### src/rtl/ws2812_pkg.sv
// rtl/ws2812_pkg.sv - register offsets, drain FSM encoding, FIFO sizing and channel scaling
package ws2812_pkg;

    localparam logic [31:0] REG_CTRL     = 32'h0000_0000;
    localparam logic [31:0] REG_BRIGHT   = 32'h0000_0004;
    localparam logic [31:0] REG_STATUS   = 32'h0000_0008;
    localparam logic [23:0] LED_PAGE     = 24'h00_0001;

    localparam int FIFO_DEPTH   = 4;
    localparam int FIFO_WIDTH   = 8 + 24;
    localparam int SHADOW_SLOTS = 16;

    typedef enum logic [1:0] {
        ST_IDLE    = 2'd0,
        ST_SCALE   = 2'd1,
        ST_WRITE   = 2'd2,
        ST_REFRESH = 2'd3
    } state_e;

    // Full brightness (0xFF) multiplies by 256, so the channel passes through unchanged.
    function automatic logic [7:0] scale_ch(input logic [7:0] ch, input logic [7:0] br);
        logic [15:0] prod;
        prod = {8'd0, ch} * ({8'd0, br} + 16'd1);
        return prod[15:8];
    endfunction

endpackage

### src/rtl/ws2812_cmd_fifo.sv
// rtl/ws2812_cmd_fifo.sv - 4-entry {led, rgb} command FIFO with first-word fall-through and flush
module ws2812_cmd_fifo
    import ws2812_pkg::*;
(
    input  logic                  clk,
    input  logic                  reset_i,
    input  logic                  clear_i,
    input  logic                  push_i,
    input  logic [FIFO_WIDTH-1:0] push_data_i,
    input  logic                  pop_i,
    output logic [FIFO_WIDTH-1:0] pop_data_o,
    output logic                  full_o,
    output logic                  empty_o,
    output logic [2:0]            level_o
);

    logic [FIFO_WIDTH-1:0] mem_q [FIFO_DEPTH];
    logic [1:0]            wr_ptr_q, wr_ptr_d;
    logic [1:0]            rd_ptr_q, rd_ptr_d;
    logic [2:0]            level_q, level_d;
    logic                  do_push, do_pop;

    assign full_o     = (level_q == 3'(FIFO_DEPTH));
    assign empty_o    = (level_q == 3'd0);
    assign level_o    = level_q;
    assign pop_data_o = mem_q[rd_ptr_q];

    // A pop frees its slot in the same cycle, so a push into a full FIFO may ride along with it.
    assign do_pop  = pop_i && !empty_o;
    assign do_push = push_i && (!full_o || do_pop);

    always_comb begin
        wr_ptr_d = wr_ptr_q;
        rd_ptr_d = rd_ptr_q;
        level_d  = level_q;
        if (clear_i) begin
            wr_ptr_d = 2'd0;
            rd_ptr_d = 2'd0;
            level_d  = 3'd0;
        end else begin
            if (do_push) wr_ptr_d = wr_ptr_q + 2'd1;
            if (do_pop)  rd_ptr_d = rd_ptr_q + 2'd1;
            case ({do_push, do_pop})
                2'b10:   level_d = level_q + 3'd1;
                2'b01:   level_d = level_q - 3'd1;
                default: level_d = level_q;
            endcase
        end
    end

    always_ff @(posedge clk) begin
        if (reset_i) begin
            wr_ptr_q <= 2'd0;
            rd_ptr_q <= 2'd0;
            level_q  <= 3'd0;
        end else begin
            wr_ptr_q <= wr_ptr_d;
            rd_ptr_q <= rd_ptr_d;
            level_q  <= level_d;
        end
    end

    always_ff @(posedge clk) begin
        if (do_push && !clear_i) mem_q[wr_ptr_q] <= push_data_i;
    end

endmodule

### src/rtl/ws2812_bus_ctrl.sv
// rtl/ws2812_bus_ctrl.sv - memory-mapped ws2812 chain controller: shadow, command FIFO, brightness drain FSM
// Optional LED shadow readback is built when WS2812_READBACK_EN is defined.
module ws2812_bus_ctrl
    import ws2812_pkg::*;
#(
    parameter int          NUM_LEDS  = 8,
    parameter logic [31:0] BASE_ADDR = 32'h0300_0000
) (
    input  logic        clk,
    input  logic        reset,
    input  logic        iomem_valid,
    output logic        iomem_ready,
    input  logic [3:0]  iomem_wstrb,
    input  logic [31:0] iomem_addr,
    input  logic [31:0] iomem_wdata,
    output logic [31:0] iomem_rdata,
    output logic [23:0] rgb_data,
    output logic [7:0]  led_num,
    output logic        write
);

    localparam logic [3:0] LAST_IDX = 4'(NUM_LEDS - 1);

    logic [31:0] off;
    logic [3:0]  led_idx;
    logic        hit_ctrl, hit_bright, hit_status, hit_led;
    logic        is_wr, req, led_wr, led_push, accept, refresh_req, busy;
    logic [23:0] shadow_new;
    logic [31:0] rd_mux;

    logic        ready_q;
    logic [31:0] rdata_q;
    logic [7:0]  bright_q;
    logic [23:0] shadow_q [SHADOW_SLOTS];

    state_e      state_q;
    logic        pending_q, refreshing_q, write_q;
    logic [3:0]  idx_q, cur_idx_q;
    logic [23:0] cur_rgb_q, rgb_q;
    logic [7:0]  led_num_q;

    logic                  fifo_clear, fifo_pop, fifo_full, fifo_empty;
    logic [FIFO_WIDTH-1:0] fifo_rd;
    logic [2:0]            fifo_level;
    logic                  unused_bits;

    assign off        = iomem_addr - BASE_ADDR;
    assign led_idx    = off[5:2];
    assign hit_ctrl   = (off == REG_CTRL);
    assign hit_bright = (off == REG_BRIGHT);
    assign hit_status = (off == REG_STATUS);
    assign hit_led    = (off[31:8] == LED_PAGE) && (off[1:0] == 2'b00) && (off[7:2] < 6'(NUM_LEDS));

    // ready_q masks the cycle in which the master still holds valid for a completed request.
    assign is_wr  = |iomem_wstrb;
    assign req    = iomem_valid && !ready_q && (hit_ctrl || hit_bright || hit_status || hit_led);
    assign led_wr = req && hit_led && is_wr;

    assign fifo_clear  = (state_q == ST_IDLE) && pending_q;
    assign fifo_pop    = (state_q == ST_IDLE) && !pending_q && !fifo_empty;
    assign led_push    = led_wr && (!fifo_full || fifo_pop);
    assign accept      = req && (!led_wr || led_push);
    assign refresh_req = req && is_wr && (hit_bright || (hit_ctrl && iomem_wstrb[0] && iomem_wdata[0]));
    assign busy        = (state_q != ST_IDLE) || !fifo_empty || pending_q;

    assign unused_bits = ^{iomem_wdata[31:24], fifo_rd[31:28]};

    always_comb begin
        shadow_new = shadow_q[led_idx];
        for (int b = 0; b < 3; b++) begin
            if (iomem_wstrb[b]) shadow_new[8*b +: 8] = iomem_wdata[8*b +: 8];
        end
    end

    always_comb begin
        rd_mux = 32'd0;
        if (hit_status) begin
            rd_mux = {28'd0, fifo_level, busy};
        end else if (hit_bright) begin
            rd_mux = {24'd0, bright_q};
        end
`ifdef WS2812_READBACK_EN
        else if (hit_led) begin
            rd_mux = {8'd0, shadow_q[led_idx]};
        end
`endif
    end

    ws2812_cmd_fifo u_fifo (
        .clk         (clk),
        .reset_i     (reset),
        .clear_i     (fifo_clear),
        .push_i      (led_push),
        .push_data_i ({4'd0, led_idx, shadow_new}),
        .pop_i       (fifo_pop),
        .pop_data_o  (fifo_rd),
        .full_o      (fifo_full),
        .empty_o     (fifo_empty),
        .level_o     (fifo_level)
    );

    always_ff @(posedge clk) begin
        if (reset) begin
            ready_q  <= 1'b0;
            rdata_q  <= 32'd0;
            bright_q <= 8'hFF;
            for (int i = 0; i < SHADOW_SLOTS; i++) shadow_q[i] <= 24'd0;
        end else begin
            ready_q <= accept;
            rdata_q <= (accept && !is_wr) ? rd_mux : 32'd0;
            if (req && is_wr && hit_bright && iomem_wstrb[0]) bright_q <= iomem_wdata[7:0];
            if (led_push) shadow_q[led_idx] <= shadow_new;
        end
    end

    always_ff @(posedge clk) begin
        if (reset) begin
            state_q      <= ST_IDLE;
            pending_q    <= 1'b1;
            refreshing_q <= 1'b0;
            idx_q        <= 4'd0;
            cur_idx_q    <= 4'd0;
            cur_rgb_q    <= 24'd0;
            rgb_q        <= 24'd0;
            led_num_q    <= 8'd0;
            write_q      <= 1'b0;
        end else begin
            write_q <= 1'b0;
            if (refresh_req) pending_q <= 1'b1;
            case (state_q)
                ST_IDLE: begin
                    if (pending_q) begin
                        pending_q    <= refresh_req;
                        refreshing_q <= 1'b1;
                        idx_q        <= 4'd0;
                        state_q      <= ST_REFRESH;
                    end else if (!fifo_empty) begin
                        refreshing_q <= 1'b0;
                        cur_idx_q    <= fifo_rd[27:24];
                        cur_rgb_q    <= fifo_rd[23:0];
                        state_q      <= ST_SCALE;
                    end
                end
                ST_REFRESH: begin
                    cur_idx_q <= idx_q;
                    cur_rgb_q <= shadow_q[idx_q];
                    state_q   <= ST_SCALE;
                end
                // Shadow holds {R,G,B}; the driver wants {G,R,B}.
                ST_SCALE: begin
                    rgb_q     <= {scale_ch(cur_rgb_q[15:8], bright_q),
                                  scale_ch(cur_rgb_q[23:16], bright_q),
                                  scale_ch(cur_rgb_q[7:0], bright_q)};
                    led_num_q <= {4'd0, cur_idx_q};
                    state_q   <= ST_WRITE;
                end
                ST_WRITE: begin
                    write_q <= 1'b1;
                    if (refreshing_q && (idx_q < LAST_IDX)) begin
                        idx_q   <= idx_q + 4'd1;
                        state_q <= ST_REFRESH;
                    end else begin
                        state_q <= ST_IDLE;
                    end
                end
                default: state_q <= ST_IDLE;
            endcase
        end
    end

    assign iomem_ready = ready_q;
    assign iomem_rdata = rdata_q;
    assign rgb_data    = rgb_q;
    assign led_num     = led_num_q;
    assign write       = write_q;

endmodule

### config.mk
export PLATFORM = sky130hd
export DESIGN_NAME = ws2812_bus_ctrl
export DESIGN_NICKNAME = d
export VERILOG_FILES = /design/src/rtl/ws2812_pkg.sv /design/src/rtl/ws2812_cmd_fifo.sv /design/src/rtl/ws2812_bus_ctrl.sv
export SDC_FILE = /design/constraint.sdc
export NUM_CORES = 1
export LEC_CHECK = 0
export BUFFER_PORTS_ARGS = -buffer_cell sky130_fd_sc_hd__buf_4
export CORE_MARGIN = 1
export CORE_UTILIZATION = 55
export CTS_BUF_LIST = sky130_fd_sc_hd__clkbuf_2 sky130_fd_sc_hd__clkbuf_4 sky130_fd_sc_hd__clkbuf_8
export CTS_CLUSTER_DIAMETER = 80
export DETAILED_ROUTE_END_ITERATION = 8
export GPL_ROUTABILITY_DRIVEN = 1
export GPL_TIMING_DRIVEN = 0
export PLACE_DENSITY = 0.72
export SYNTH_ARGS = -nofsm -noshare
export SYNTH_HDL_FRONTEND = slang
export SYNTH_SLANG_ARGS = --single-unit
### constraint.sdc
create_clock -name clk -period 6.55 [get_ports clk]
set_clock_uncertainty 0.1 [all_clocks]
set_input_delay 0.655 -clock clk [delete_from_list [all_inputs] [get_ports clk]]
set_output_delay 0.655 -clock clk [all_outputs]
set_load 0.005 [all_outputs]
; Yosys cells after proc, flatten, opt, wreduce, memory -nomap -nowiden
; Memory sizes are Yosys's and may differ from the RTL's. A register that Yosys moved wholly into a read port is not among the register bits.
; Cells that the tools add are included.
[classes]
addsub = 7
multipliers = 3
magnitude_cmp = 2
n_eq_ne = 15
mux = 39
bitwise_logic = 2
n_reduce_logical = 55
[ops]
columns = op, n
row1 = $mux 24, 3
row2 = $pmux 24 s2, 1
row3 = $mux 4, 9
row4 = $eq 32x3->1 const B, 1
row5 = $eq 32x4->1 const B, 1
row6 = $logic_not 32->1, 1
row7 = $mul 8x16->16, 2
row8 = $sub 32x26->32 const B, 1
row9 = $eq 24x1->1 const B, 1
row10 = $mux 8, 3
row11 = $reduce_or 24->1, 1
row12 = $logic_and 1x1->1, 22
row13 = $mul 8x9->16, 1
row14 = $pmux 4 s2, 2
row15 = $mux 1, 14
row16 = $mux 2, 5
row17 = $ne 2x2->1 const B, 5
row18 = $add 8x1->9 const B, 1
row19 = $logic_or 1x1->1, 9
row20 = $pmux 2 s4, 1
row21 = $reduce_bool 2->1, 4
row22 = $reduce_or 4->1, 2
row23 = $logic_not 1->1, 7
row24 = $eq 2x2->1 const B, 3
row25 = other kinds (17), 23
[totals]
reg_bits = 113
ram_bits = 496
output_inout_bits = 66
wordCells = 142
mem_count = 2
[memory_table]
columns = name, depth, width, read_ports, rd_ports_with_merged_regs, write_ports, line_no
row1 = shadow_q, 16, 24, 2, 1, 16, ws2812_bus_ctrl.sv:34  ; logic [23:0] shadow_q [SHADOW_SLOTS];
row2 = u_fifo.mem_q, 4, 28, 1, 1, 1, ws2812_cmd_fifo.sv:17  ; logic [FIFO_WIDTH-1:0] mem_q [FIFO_DEPTH];

; Longest topological paths before layout
; Gate-level depths: netlist of the first run.
[depth]
ltp_word = 14
mapped_depth = 21
ltp_nobuf = 19

; Hierarchy
; From an unflattened synthesis of the first run, not the netlist that was laid out.
[hier_totals]
hier_cells = 2426
hier_area_um2 = 33787.4
[modules_own_cells]
columns = module, instances, cells_each, area_each_um2, seq_area_each_um2
row1 = ws2812_bus_ctrl, 1, 2189, 28581.2, 13252.7
row2 = ws2812_cmd_fifo, 1, 237, 5206.2, 4023.9

; Worst setup path after synthesis of the first run
; OpenSTA, ideal clock, no wires.
[synth_path]
path_type = register to register
start = register bright_q[3]
end = register rgb_q[12], in the netlist rgb_data[12]
t_arrival_ns = 5.250
path_slack_ns = 1.078
stages_incl_launch_ff = 21
path_buffers = 2
period_less_slack_ns = 5.472
cell_sequence = dfxtp_1 clkbuf_1 nand3_1 nor2_1 and3_1 xor2_1 clkbuf_1 and2_1 fa_1 fa_1 fa_1 inv_1 fa_1 inv_1 ha_1 and2_1 a221oi_1 o221ai_1 a21oi_1 nor4_1 a311o_1
[synth_between]
elab_chain_len = 2
[synth_rtl]
columns = item, line_no
row1 = from (decl), ws2812_bus_ctrl.sv:33  ; logic [7:0] bright_q;
row2 = from (signal assigned), ws2812_bus_ctrl.sv:111  ; if (req && is_wr && hit_bright && iomem_wstrb[0]) bright_q <= iomem_wdata[7:0];
row3 = $add 8x1->9, ws2812_pkg.sv:23  ; prod = {8'd0, ch} * ({8'd0, br} + 16'd1);
row4 = $mul 8x16->16, ws2812_pkg.sv:23
row5 = to (signal assigned), ws2812_bus_ctrl.sv:151  ; rgb_q <= {scale_ch(cur_rgb_q[15:8], bright_q),
row6 = to (decl), ws2812_bus_ctrl.sv:39  ; logic [23:0] cur_rgb_q, rgb_q;
; No other way between the ends.
; A chain may end at the register's enable or synchronous reset.

; Final worst setup path of the first run
; Ends and elaborated chain as after synthesis.

==> summary.md, run 1 <==
| Metric | Value |
|---|---|
| Final Hold Fails | 0 |
| DR vias/cell | 6.08 |
| N_diodes | 0 |
| Syn_area_per_cell | 13.8 µm² |
| First-pass GRT wire length | 140 mm |
| Ys async rst share | 0 |
| CP startpoint kind | flip-flop |
| Origin of the critical flop-to-flop path | bright_q[3]$_SDFFE_PP1P_ |
| Setup slack at placement | -0.0660 ns |
| Measured slew at the worst slew-check pin | 1.41 ns |
| Min-delay src | iomem_addr[5] |
| Fmax | 0.161 GHz |
| CP Data Arrival Time | 6.74 ns |
| Setup crit start | bright_q[3]$_SDFFE_PP1P_ |
| Cell mode on critical path | fa_1 |
| Postcts setup bufs | 0 |
| Area Overhead vs Synth | 14.4% |
| Worst Reg-to-Reg Cells | 20 |
| Placed Cells incl. Taps | 3484 |
| Total CTS buffers | 95 |
| Failing checks | design-rule violations |
| Row count | 89 |
| Sequential-to-total area share from yosys stat | 0.509 |
| Int Power | 0.00634 W |
| Post-synth top cells | edfxtp_1 (496), nor2_1 (245), mux4_2 (242) |
| I/O pins | 137 |
| Cell depth of the worst hold path | 1 |
| Count leader, synth | edfxtp_1 |
| Clock Power Share | 0.384 |
| Post-synthesis mux area share | 0.181 |
| Final Slew Violations | 0 |
| Register bit total from synthesis | 591 |
| DPL Wire Length | 68.3 mm |
| Reg power frac | 0.512 |
| Hold slack | 0.0467 ns |
| Main combinational cell family by area after synthesis | multiplexers |
| Final period utilization | 0.949 |
| Clk root buf | clkbuf_8 |
| Worst path slowest cell | fa_1 |
| CTS H-tree depth | 3 |
| Area share of the largest cell type after synthesis | 0.451 |
| DR DRC count | 10 |
| Initial Utilization | 0.558 |
| Number of synthesized flops with an enable pin | 496 |
| Adder-Cell Fraction of Synth Area | 0.112 |
| Die area | 61000 µm² |
| Setup violations, final | 0 |
| Switch share | 0.255 |
| Final Worst Setup Slack | 0.335 ns |
| Static leakage | 15.1 nW |
| Detailed Route Iter0 Violations | 2411 |
| Clock sink total | 591 |
| Vias in the first global route | 22700 |
| Total Wirelength | 95.6 mm |
| Gr usage total | 0.322 |
| Area leader, netlist | edfxtp_1 |
| CTS max path bufs | 3 |
| Pwr/cell area | 225 nW/µm² |
| Total grt overflow | 0 |
| Area contributors post-synth | edfxtp_1 (45%), mux4_2 (17%), fa_1 (7.3%) |
| GP Congestion | 0.923 |
| Tmin final | 6.22 ns |
| Synth warnings | 0 |
| Clock Latency Late Sink | 0.73 ns |
| Max stage delay on crit path | 0.50 ns |
| Fin Setup TNS | 0 ns |
| Die height | 247 µm |
| Via count | 22300 |
| Post-Syn Area | 33000 µm² |
| Drt pass-1 iters | 8 |
| Worst min path class | in2reg |
| Clock-pin slew on the worst setup and hold paths | 0.06 ns |
| CP cell instances | clkbuf_1 -> nand3_1 -> nor2_1 -> and3_1 -> xor2_1 -> clkbuf_4 -> and2_1 -> fa_1 -> fa_1 -> fa_1 -> inv_1 -> fa_1 -> inv_1 -> ha_1 -> and2_1 -> a221oi_1 -> o221ai_2 -> a21oi_2 -> nor4_1 -> a311o_1 |
| TritonCTS clock tree | done |
| Detail Route Antenna Nets | 0 |
| Die width | 247 µm |
| Rel. slew slack | 0.0603 |
| Post-synthesis compound-gate area fraction | 0.0380 |
| Post-Synthesis Cells | 2384 |
| Nets | 3105 |
| Antenna violations before repair | 0 |
| Logic pwr share | 0.105 |
| Critical Path RT | 7.07 ns |
| Worst vdd ir | 0.185 mV |
| Max-cap violations | 0 |
| Most used DFF post-synth | edfxtp_1 |
| Pin count of the biggest net entering global routing | 29 |
| Worst-path fanout max | 10 |
| Synth unique cells | 73 |
| Setup crit end kind | flip-flop |
| Layout cells sized above 1 | 0.218 |
| Psw | 0.00217 W |
| Overall power | 0.00851 W |
| Core Region | 59100 µm² |
| Wire length per cell | 26.1 µm |
| Status | finished with violations |
| RSZ-0062 raised after global routing | no |
| Non-filler cells, final | 3660 |
| CP Class | reg2reg |
| Port Buffers | 100 |
| XOR/XNOR Fraction of Synth Area | 0.0106 |
| Simple logic cell fraction of the synthesized area | 0.102 |
## worst max-delay path, delay by kind of cell, from the launching register on
kind | cells | cell delay (ns)
AO/OA/AOI/OAI | 4 | 1.23
XOR/XNOR | 1 | 0.30
adder cells (fa/ha/maj) | 5 | 2.22
buffers and inverters | 4 | 0.67
flip-flops | 1 | 0.31
AND/OR/NAND/NOR | 6 | 1.27
## flip-flops by register name, indices dropped and copies added, names as in the netlist, named ones only
| register | cells |
|---|---|
| refreshing_q | 1 |
| u_fifo.wr_ptr_q | 2 |
| u_fifo.rd_ptr_q | 2 |
| bright_q | 8 |
| u_fifo.mem_q | 112 |
| state_q | 2 |
| cur_idx_q | 4 |
| idx_q | 4 |
| pending_q | 1 |
| iomem_ready | 1 |
| cur_rgb_q | 24 |
| rgb_data | 24 |
| write | 1 |
| u_fifo.level_o | 3 |
| iomem_rdata | 8 |
| shadow_q | 384 |
| led_num | 4 |
## worst paths after layout
path	endpoint	slack, ns
worst min-delay path	u_fifo.mem_q[0][27]$_DFFE_PP_	0.05
worst min register to register	rgb_data[10]$_SDFFE_PP0P_	0.36
worst max register to register	rgb_data[12]$_SDFFE_PP0P_	0.33
worst max-delay path	rgb_data[12]$_SDFFE_PP0P_	0.33
## through the flow
step	utilization	cell area, µm²
finish	0.639	37800
floorplan	-	33800
global placement	0.601	35600
CTS	0.637	37700
detailed placement	0.605	35700
global route	0.639	37800
## cells by family (layout without fill, tap and decap cells)
| kind of cell | Yosys count | after routing |
|---|---|---|
| AOI/OAI and AO/OA | 186 | 186 |
| muxes | 295 | 295 |
| adders and majority gates | 224 | 224 |
| other | 1 | 220 |
| xor gates and xnor gates | 40 | 40 |
| and+or+nand+nor | 681 | 681 |
| DFF | 591 | 591 |
| buffers and inverters | 366 | 650 |
## power by group through the flow
stage	Combinational, W	Sequential [W]	Clock (W)
after floorplan	0.000548	0.00438	0
after global placement	0.000833	0.00441	0
after detailed placement	0.000862	0.00443	0
after CTS	0.000866	0.00435	0.00329
after global routing	0.000934	0.00437	0.00345
final	0.000890	0.00436	0.00327
## layer usage
layer,vias to the layer above,GRT usage,part of all wire
met5,-,0,0
met4,0,0.185,0.063
met3,316,0.0672,0.098
met2,1319,0.517,0.48
met1,11300,0.407,0.36
li1,9361,-,-
## area by class of cell
cell class,count,area (µm²)
buffer,179,872
fill,4426,21400
timing repair buffer,110,973
multi-input combinational,1646,15500
clock buffer,140,1680
tap,773,967
clock inverter,34,255
inverter,187,702
sequential,591,16800
## what timing repair did
item / CTS / global route
gates resized for setup: 1 / 15
pin swaps: 0 / 0
setup endpoints to repair: 2 / 7
hold buffers: 0 / 0
## cell usage in the layout (no fill, tap or decap), types with 100 or more instances in the layout
cell type  netlist  routed
edfxtp_1       496     496
nor2_1         245     245
mux4_2         242     242
conb_1           1     220
inv_1          183     183
nand2_1        151     146
and2_1         145     145
buf_4           28     128
fa_1           121     121
ha_1           103     103
clkbuf_8         0     100
Power figures use the tool's default switching activity.
==> run 2: changes to the inputs <==
- CELL_PAD_IN_SITES_DETAIL_PLACEMENT: not set -> 1
- CELL_PAD_IN_SITES_GLOBAL_PLACEMENT: not set -> 1
- CORE_UTILIZATION: 55 -> 54
- PLACE_DENSITY: 0.72 -> not set
- PLACE_DENSITY_LB_ADDON: not set -> 0.1
==> summary.md, run 2 (synthesis gave the netlist of run 1 again) <==
| Metric | Value |
|---|---|
| DR vias/cell | 6.02 (was 6.08) |
| R2r endpoint | rgb_data[19]$_SDFFE_PP0P_ (was rgb_data[12]$_SDFFE_PP0P_) |
| Most frequent cells in the layout | edfxtp_1 (496), nor2_1 (245), mux4_2 (242), conb_1 (220), inv_1 (183) (unchanged) |
| CP cell instances | clkbuf_1 -> nand3_1 -> nor2_1 -> and3_1 -> xor2_2 -> buf_2 -> nand2_1 -> fa_1 -> inv_1 -> fa_1 -> fa_1 -> inv_1 -> fa_1 -> inv_1 -> ha_1 -> nand2_1 -> o31ai_1 -> a21oi_1 -> xor2_1 -> o21ai_0 (was clkbuf_1 -> nand3_1 -> nor2_1 -> and3_1 -> xor2_1 -> clkbuf_4 -> and2_1 -> fa_1 -> fa_1 -> fa_1 -> inv_1 -> fa_1 -> inv_1 -> ha_1 -> and2_1 -> a221oi_1 -> o221ai_2 -> a21oi_2 -> nor4_1 -> a311o_1) |
| Max FFs per register | 384 (unchanged) |
| DR DRC count | 0 (was 10) |
| Clock sink total | 591 (unchanged) |
| Measured slew at the worst slew-check pin | 1.41 ns (about the same) |
| Worst-path fanout max | 10 (unchanged) |
| Max-cap violations | 0 (unchanged) |
| Origin of the critical flop-to-flop path | bright_q[3]$_SDFFE_PP1P_ (unchanged) |
| Reg with most FFs | shadow_q (unchanged) |
| Biggest regs | shadow_q x384, u_fifo.mem_q x112 (unchanged) |
| Initial Utilization | 0.547 (was 0.558) |
| Gr usage total | 0.330 (was 0.322) |
| Layout cells sized above 1 | 0.219 (was 0.218) |
| CP Data Arrival Time | 6.74 ns (about the same) |
| TritonCTS clock tree | done (unchanged) |
| Rel. slew slack | 0.0577 (was 0.0603) |
| Row count | 90 (was 89) |
| Clk root buf | clkbuf_8 (unchanged) |
| Setup crit start | bright_q[3]$_SDFFE_PP1P_ (unchanged) |
| Clock Latency Late Sink | 0.73 ns (about the same) |
| Antenna violations before repair | 3 (was 0) |
| Tmin final | 6.30 ns (was 6.22 ns) |
| Worst min path class | in2reg (unchanged) |
| DPL Wire Length | 76.4 mm (was 68.3 mm) |
| CTS max path bufs | 3 (unchanged) |
| Hold Buf Count CTS | 0 (unchanged) |
| CP startpoint kind | flip-flop (unchanged) |
| Die area | 62100 µm² (was 61000 µm²) |
| CP endpoint | rgb_data[19]$_SDFFE_PP0P_ (was rgb_data[12]$_SDFFE_PP0P_) |
| Die height | 249 µm (was 247 µm) |
| Multi-input combinational cell area | 15500 µm² (about the same) |
| I/O pins | 137 (unchanged) |
| Final Hold Fails | 0 (unchanged) |
| Core Region | 60400 µm² (was 59100 µm²) |
| Die width | 249 µm (was 247 µm) |
| Flop2flop setup slack | 0.25 ns (was 0.33 ns) |
| Vias in the first global route | 24400 (was 22700) |
| Hold slack | 0.0444 ns (was 0.0467 ns) |
| Top Family by Delay on Critical Path | adder cells (unchanged) |
| Status | finished, final reports clean (was finished with violations) |
| Final Slew Violations | 0 (unchanged) |
| Static leakage | 15.2 nW (was 15.1 nW) |
| Worst vdd ir | 0.276 mV (was 0.185 mV) |
| Setup crit end kind | flip-flop (unchanged) |
| Drt pass-1 iters | 5 (was 8) |
| Via count | 22100 (was 22300) |
| Fmax | 0.159 GHz (was 0.161 GHz) |
| Postcts setup bufs | 0 (unchanged) |
| Final core utilization | 0.629 (was 0.639) |
| Pin count of the biggest net entering global routing | 29 (unchanged) |
| Total grt overflow | 0 (unchanged) |
| GP Congestion | 0.867 (was 0.923) |
| Fillers | 5916 (was 4426) |
| Worst path slowest cell | fa_1 (unchanged) |
| Final period utilization | 0.962 (was 0.949) |
| Detail Route Antenna Nets | 0 (unchanged) |
| Detailed Route Iter0 Violations | 1874 (was 2411) |
| Commonest non-fill, non-tap cell in the layout | edfxtp_1 (unchanged) |
| Area Overhead vs Synth | 15.1% (was 14.4%) |
| Total Wirelength | 100 mm (was 95.6 mm) |
| First-pass GRT wire length | 149 mm (was 140 mm) |
| Worst Reg-to-Reg Cells | 20 (unchanged) |
| CTS H-tree depth | 3 (unchanged) |
| Max stage delay on crit path | 0.56 ns (was 0.50 ns) |
| RSZ-0062 raised after global routing | yes (was no) |
| Port Buffers | 100 (unchanged) |
| Wire length per cell | 27.3 µm (was 26.1 µm) |
| Placed Cells incl. Taps | 3495 (was 3484) |
| Overall power | 0.00871 W (was 0.00851 W) |
| Reg area | 16800 µm² (unchanged) |
| Cell mode on critical path | fa_1 (unchanged) |
| Nets | 3109 (was 3105) |
| Worst path buffer plus inverter count | 5 (was 4) |
| Non-filler cells, final | 3675 (was 3660) |
| Critical path depth | 20 (unchanged) |
| Total CTS buffers | 97 (was 95) |
| Clock-pin slew on the worst setup and hold paths | 0.07 ns (was 0.06 ns) |
| CP Class | reg2reg (unchanged) |
| Critical Path RT | 6.99 ns (was 7.07 ns) |
| Setup violations, final | 0 (unchanged) |
| Pwr/cell area | 229 nW/µm² (was 225 nW/µm²) |
[run 2: changes by cell type in the layout (fill, tap and decap cells not counted), moves of 3 or more]
cell,previous run,this run
clkbuf_4,41,24
buf_16,3,6
clkinv_2,4,13
bufinv_16,2,6
nand2_2,5,2
nand2_1,146,149
clkbuf_8,100,105
[run 2: timing repair]
item | 4_1_cts | 5_1_grt
setup endpoints to repair | 14 | 9
resized for setup | 13 | 8
pin swaps | 0 | 1
cloned | 0 | 0
[run 2: per-stage QoR]
stage	TNS (ns)	setup slack, ns	instance area (µm²)
3_3_place_gp	-0.210	-0.0856	35600
3_5_place_dp	-1.90	-0.284	35800
2_1_floorplan	0	1.08	33800
5_1_grt	-0.0610	-0.0477	38000
4_1_cts	0	0.0543	37900
6_report	0	0.250	38000
[run 2: layer usage]
layer | global-route usage | part of all wire
met2 | 0.590 | 0.53
met5 | 0 | 0.00033
met3 | 0.0529 | 0.067
met4 | 0.188 | 0.060
met1 | 0.375 | 0.35
[run 2: layout make-up]
cell class                 count  share of cell area
antenna                        2            0.000132
clock buffer                 128              0.0426
sequential                   591               0.442
multi-input combinational   1646               0.409
clock inverter                48              0.0116
timing repair buffer         112              0.0271
inverter                     187              0.0185
buffer                       179              0.0230
tap                          782              0.0258
[run 2: how the worst min path moves through the flow]
stage,from,endpoint,slack [ns],cells past startpoint
after detailed placement,rgb_data[11]$_SDFFE_PP0P_,rgb_data[11]$_SDFFE_PP0P_,0.35,2
after floorplan,cur_idx_q[0]$_SDFFE_PP0P_,led_num[0]$_SDFFE_PP0P_,0.33,2
after CTS,iomem_addr[4],u_fifo.mem_q[3][26]$_DFFE_PP_,0.01,1
final,iomem_addr[5],u_fifo.mem_q[0][27]$_DFFE_PP_,0.04,1
after global routing,iomem_addr[5],u_fifo.mem_q[0][27]$_DFFE_PP_,0.03,1
after global placement,rgb_data[14]$_SDFFE_PP0P_,rgb_data[14]$_SDFFE_PP0P_,0.34,2
[run 2: power by group]
part / leakage, nW / internal, W / switching (W)
clock: 1.08 / 0.00187 / 0.00159
sequential: 5.62 / 0.00426 / 0.0000962
combinational: 8.49 / 0.000353 / 0.000551
total: 15.2 / 0.00648 / 0.00223
==> run 3: changes to the inputs <==
- clock period: 6.55 -> 6.4 ns (I/O delays scaled with it)
==> summary.md, run 3 (synthesis gave the netlist of run 1 again) <==
| Metric | Value |
|---|---|
| Status | finished, final reports clean (unchanged) |
| Psw | 0.00227 W (was 0.00223 W) |
| Critical Path RT | 6.84 ns (was 6.99 ns) |
| Max FFs per register | 384 (unchanged) |
| Detailed Route Iter0 Violations | 1860 (was 1874) |
| Drt pass-1 iters | 7 (was 5) |
| Met3 usage | 0.0529 (unchanged) |
| Final period utilization | 0.968 (was 0.962) |
| First-pass GRT wire length | 149 mm (about the same) |
| Clock Power Share | 0.396 (was 0.397) |
| Core Region | 60400 µm² (unchanged) |
| Placed cell areas | 35800 µm² (unchanged) |
| Worst-path fanout max | 10 (unchanged) |
| Via count | 22100 (about the same) |
| Die height | 249 µm (unchanged) |
| Commonest non-fill, non-tap cell in the layout | edfxtp_1 (unchanged) |
| CP Data Arrival Time | 6.63 ns (was 6.74 ns) |
| Biggest regs | shadow_q x384, u_fifo.mem_q x112 (unchanged) |
| Setup slack at placement | -0.434 ns (was -0.284 ns) |
| Port Buffers | 100 (unchanged) |
| Area Overhead vs Synth | 15.3% (was 15.1%) |
| Pin count of the biggest net entering global routing | 29 (unchanged) |
| Rel. slew slack | 0.0529 (was 0.0577) |
| Final Cell Area | 38100 µm² (was 38000 µm²) |
| Final core utilization | 0.631 (was 0.629) |
| Layout cells sized above 1 | 0.222 (was 0.219) |
| Vias in the first global route | 24400 (about the same) |
| Static leakage | 15.2 nW (about the same) |
| Total CTS buffers | 97 (unchanged) |
| Max stage delay on crit path | 0.56 ns (about the same) |
| Worst path slowest cell | fa_1 (unchanged) |
| CP startpoint kind | flip-flop (unchanged) |
| Most used routing layer in global routing | met2 (unchanged) |
| Final Slew Violations | 0 (unchanged) |
| CP cell instances | nand3_1 -> nor2_2 -> and3_1 -> xor2_4 -> clkbuf_4 -> nand2_1 -> fa_1 -> inv_1 -> fa_1 -> fa_1 -> inv_1 -> fa_1 -> inv_1 -> ha_1 -> nand4_1 -> o32ai_2 -> o22ai_1 -> xnor2_1 -> a21oi_1 (was clkbuf_1 -> nand3_1 -> nor2_1 -> and3_1 -> xor2_2 -> buf_2 -> nand2_1 -> fa_1 -> inv_1 -> fa_1 -> fa_1 -> inv_1 -> fa_1 -> inv_1 -> ha_1 -> nand2_1 -> o31ai_1 -> a21oi_1 -> xor2_1 -> o21ai_0) |
| Setup crit end kind | flip-flop (unchanged) |
| Int Power | 0.00664 W (was 0.00648 W) |
| Total grt overflow | 0 (unchanged) |
| Detail Route Antenna Nets | 0 (unchanged) |
| Wire length per cell | 27.3 µm (about the same) |
| DR vias/cell | 6.01 (was 6.02) |
| Measured slew at the worst slew-check pin | 1.42 ns (was 1.41 ns) |
| Nets | 3110 (was 3109) |
| DR DRC count | 0 (unchanged) |
| DPL Wire Length | 76.4 mm (unchanged) |
| CTS H-tree depth | 3 (unchanged) |
| TritonCTS clock tree | done (unchanged) |
| Total Wirelength | 100 mm (about the same) |
| Row count | 90 (unchanged) |
| Routing usage on met1 | 0.375 (unchanged) |
| Worst vdd ir | 0.283 mV (was 0.276 mV) |
| Flop2flop setup slack | 0.21 ns (was 0.25 ns) |
| Switch share | 0.255 (was 0.256) |
| Die width | 249 µm (unchanged) |
| Final Hold Fails | 0 (unchanged) |
| Die area | 62100 µm² (unchanged) |
| Pwr/cell area | 234 nW/µm² (was 229 nW/µm²) |
| Reg with most FFs | shadow_q (unchanged) |
| CTS max path bufs | 3 (unchanged) |
| Setup violations, final | 0 (unchanged) |
| Antenna violations before repair | 3 (unchanged) |
| Clock-pin slew on the worst setup and hold paths | 0.07 ns (about the same) |
| Final Worst Setup Slack | 0.207 ns (was 0.250 ns) |
| Clk root buf | clkbuf_8 (unchanged) |
| Tmin final | 6.19 ns (was 6.30 ns) |
| Gr usage total | 0.330 (about the same) |
| Initial Utilization | 0.547 (unchanged) |
| CP Class | reg2reg (unchanged) |
| Met2 Usage GRT | 0.590 (about the same) |
| Logic pwr share | 0.104 (about the same) |
| Most frequent cells in the layout | edfxtp_1 (496), nor2_1 (244), mux4_2 (242), conb_1 (220), inv_1 (183) (was edfxtp_1 (496), nor2_1 (245), mux4_2 (242), conb_1 (220), inv_1 (183)) |
| Reg power frac | 0.500 (was 0.499) |
| Cell mode on critical path | fa_1 (unchanged) |
| I/O pins | 137 (unchanged) |
| GP Congestion | 0.867 (unchanged) |
| Worst min path class | in2reg (unchanged) |
| Clock sink total | 591 (unchanged) |
| Clock Latency Late Sink | 0.72 ns (was 0.73 ns) |
| Max-cap violations | 0 (unchanged) |
| Fin Setup TNS | 0 ns (unchanged) |
| Fmax | 0.161 GHz (was 0.159 GHz) |
| Fillers | 5912 (was 5916) |
==> run 3: cell type report <==
class	instances	area, µm²	share of cell area
antenna	2	5.00	0.000132
buffer	178	872	0.0229
clock buffer	128	1620	0.0425
clock inverter	48	442	0.0116
inverter	187	702	0.0184
multi-input combinational	1646	15600	0.410
sequential	591	16800	0.441
tap	782	978	0.0257
timing repair buffer	114	1050	0.0276
==> run 3: routing by layer <==
metal / vias up / share of wire
met3: 296 / 0.067
met4: 2 / 0.059
met2: 985 / 0.53
li1: 9366 / -
met5: - / 0.00019
met1: 11400 / 0.35
==> run 3: power by group through the flow <==
stage | Sequential (W) | Combinational (W) | Clock (W)
final | 0.00446 | 0.000924 | 0.00353
after CTS | 0.00445 | 0.000905 | 0.00356
after global placement | 0.00451 | 0.000845 | 0
after global routing | 0.00447 | 0.000974 | 0.00370
after floorplan | 0.00449 | 0.000560 | 0
after detailed placement | 0.00453 | 0.000899 | 0
==> run 3: path summary, 6_finish.rpt <==
kind	cells past startpoint	to	startpoint
worst min register to register	2	rgb_data[18]$_SDFFE_PP0P_	rgb_data[18]$_SDFFE_PP0P_
worst max register to register	19	rgb_data[23]$_SDFFE_PP0P_	bright_q[2]$_SDFFE_PP1P_
worst max-delay path	19	rgb_data[23]$_SDFFE_PP0P_	bright_q[2]$_SDFFE_PP1P_
worst min-delay path	1	u_fifo.mem_q[0][27]$_DFFE_PP_	iomem_addr[5]
==> run 3: worst max-delay path, delay by kind of cell, from the launching register on <==
family,cells,cell delay (ns)
xor gates and xnor gates,2,0.71
and+or+nand+nor,5,1.14
AOI/OAI and AO/OA,3,0.61
buffers and inverters,4,0.45
DFF,1,0.49
adders and majority gates,5,2.52
==> run 3: per-stage QoR <==
step,hold WS (ns),power [W],instances
after floorplan,0.332,0.00505,2603
after global placement,0.344,0.00536,3485
after detailed placement,0.352,0.00543,3495
after CTS,0.000171,0.00891,3672
after global routing,0.0114,0.00914,3675
final,0.0361,0.00891,3676
==> run 3: repair_timing <==
action,4_1_cts,5_1_grt
buffers inserted,0,1
hold endpoints to repair,1,0
gates resized for setup,15,15
endpoints found under the setup margin,16,13
gates cloned,0,0
hold buffers,1,0
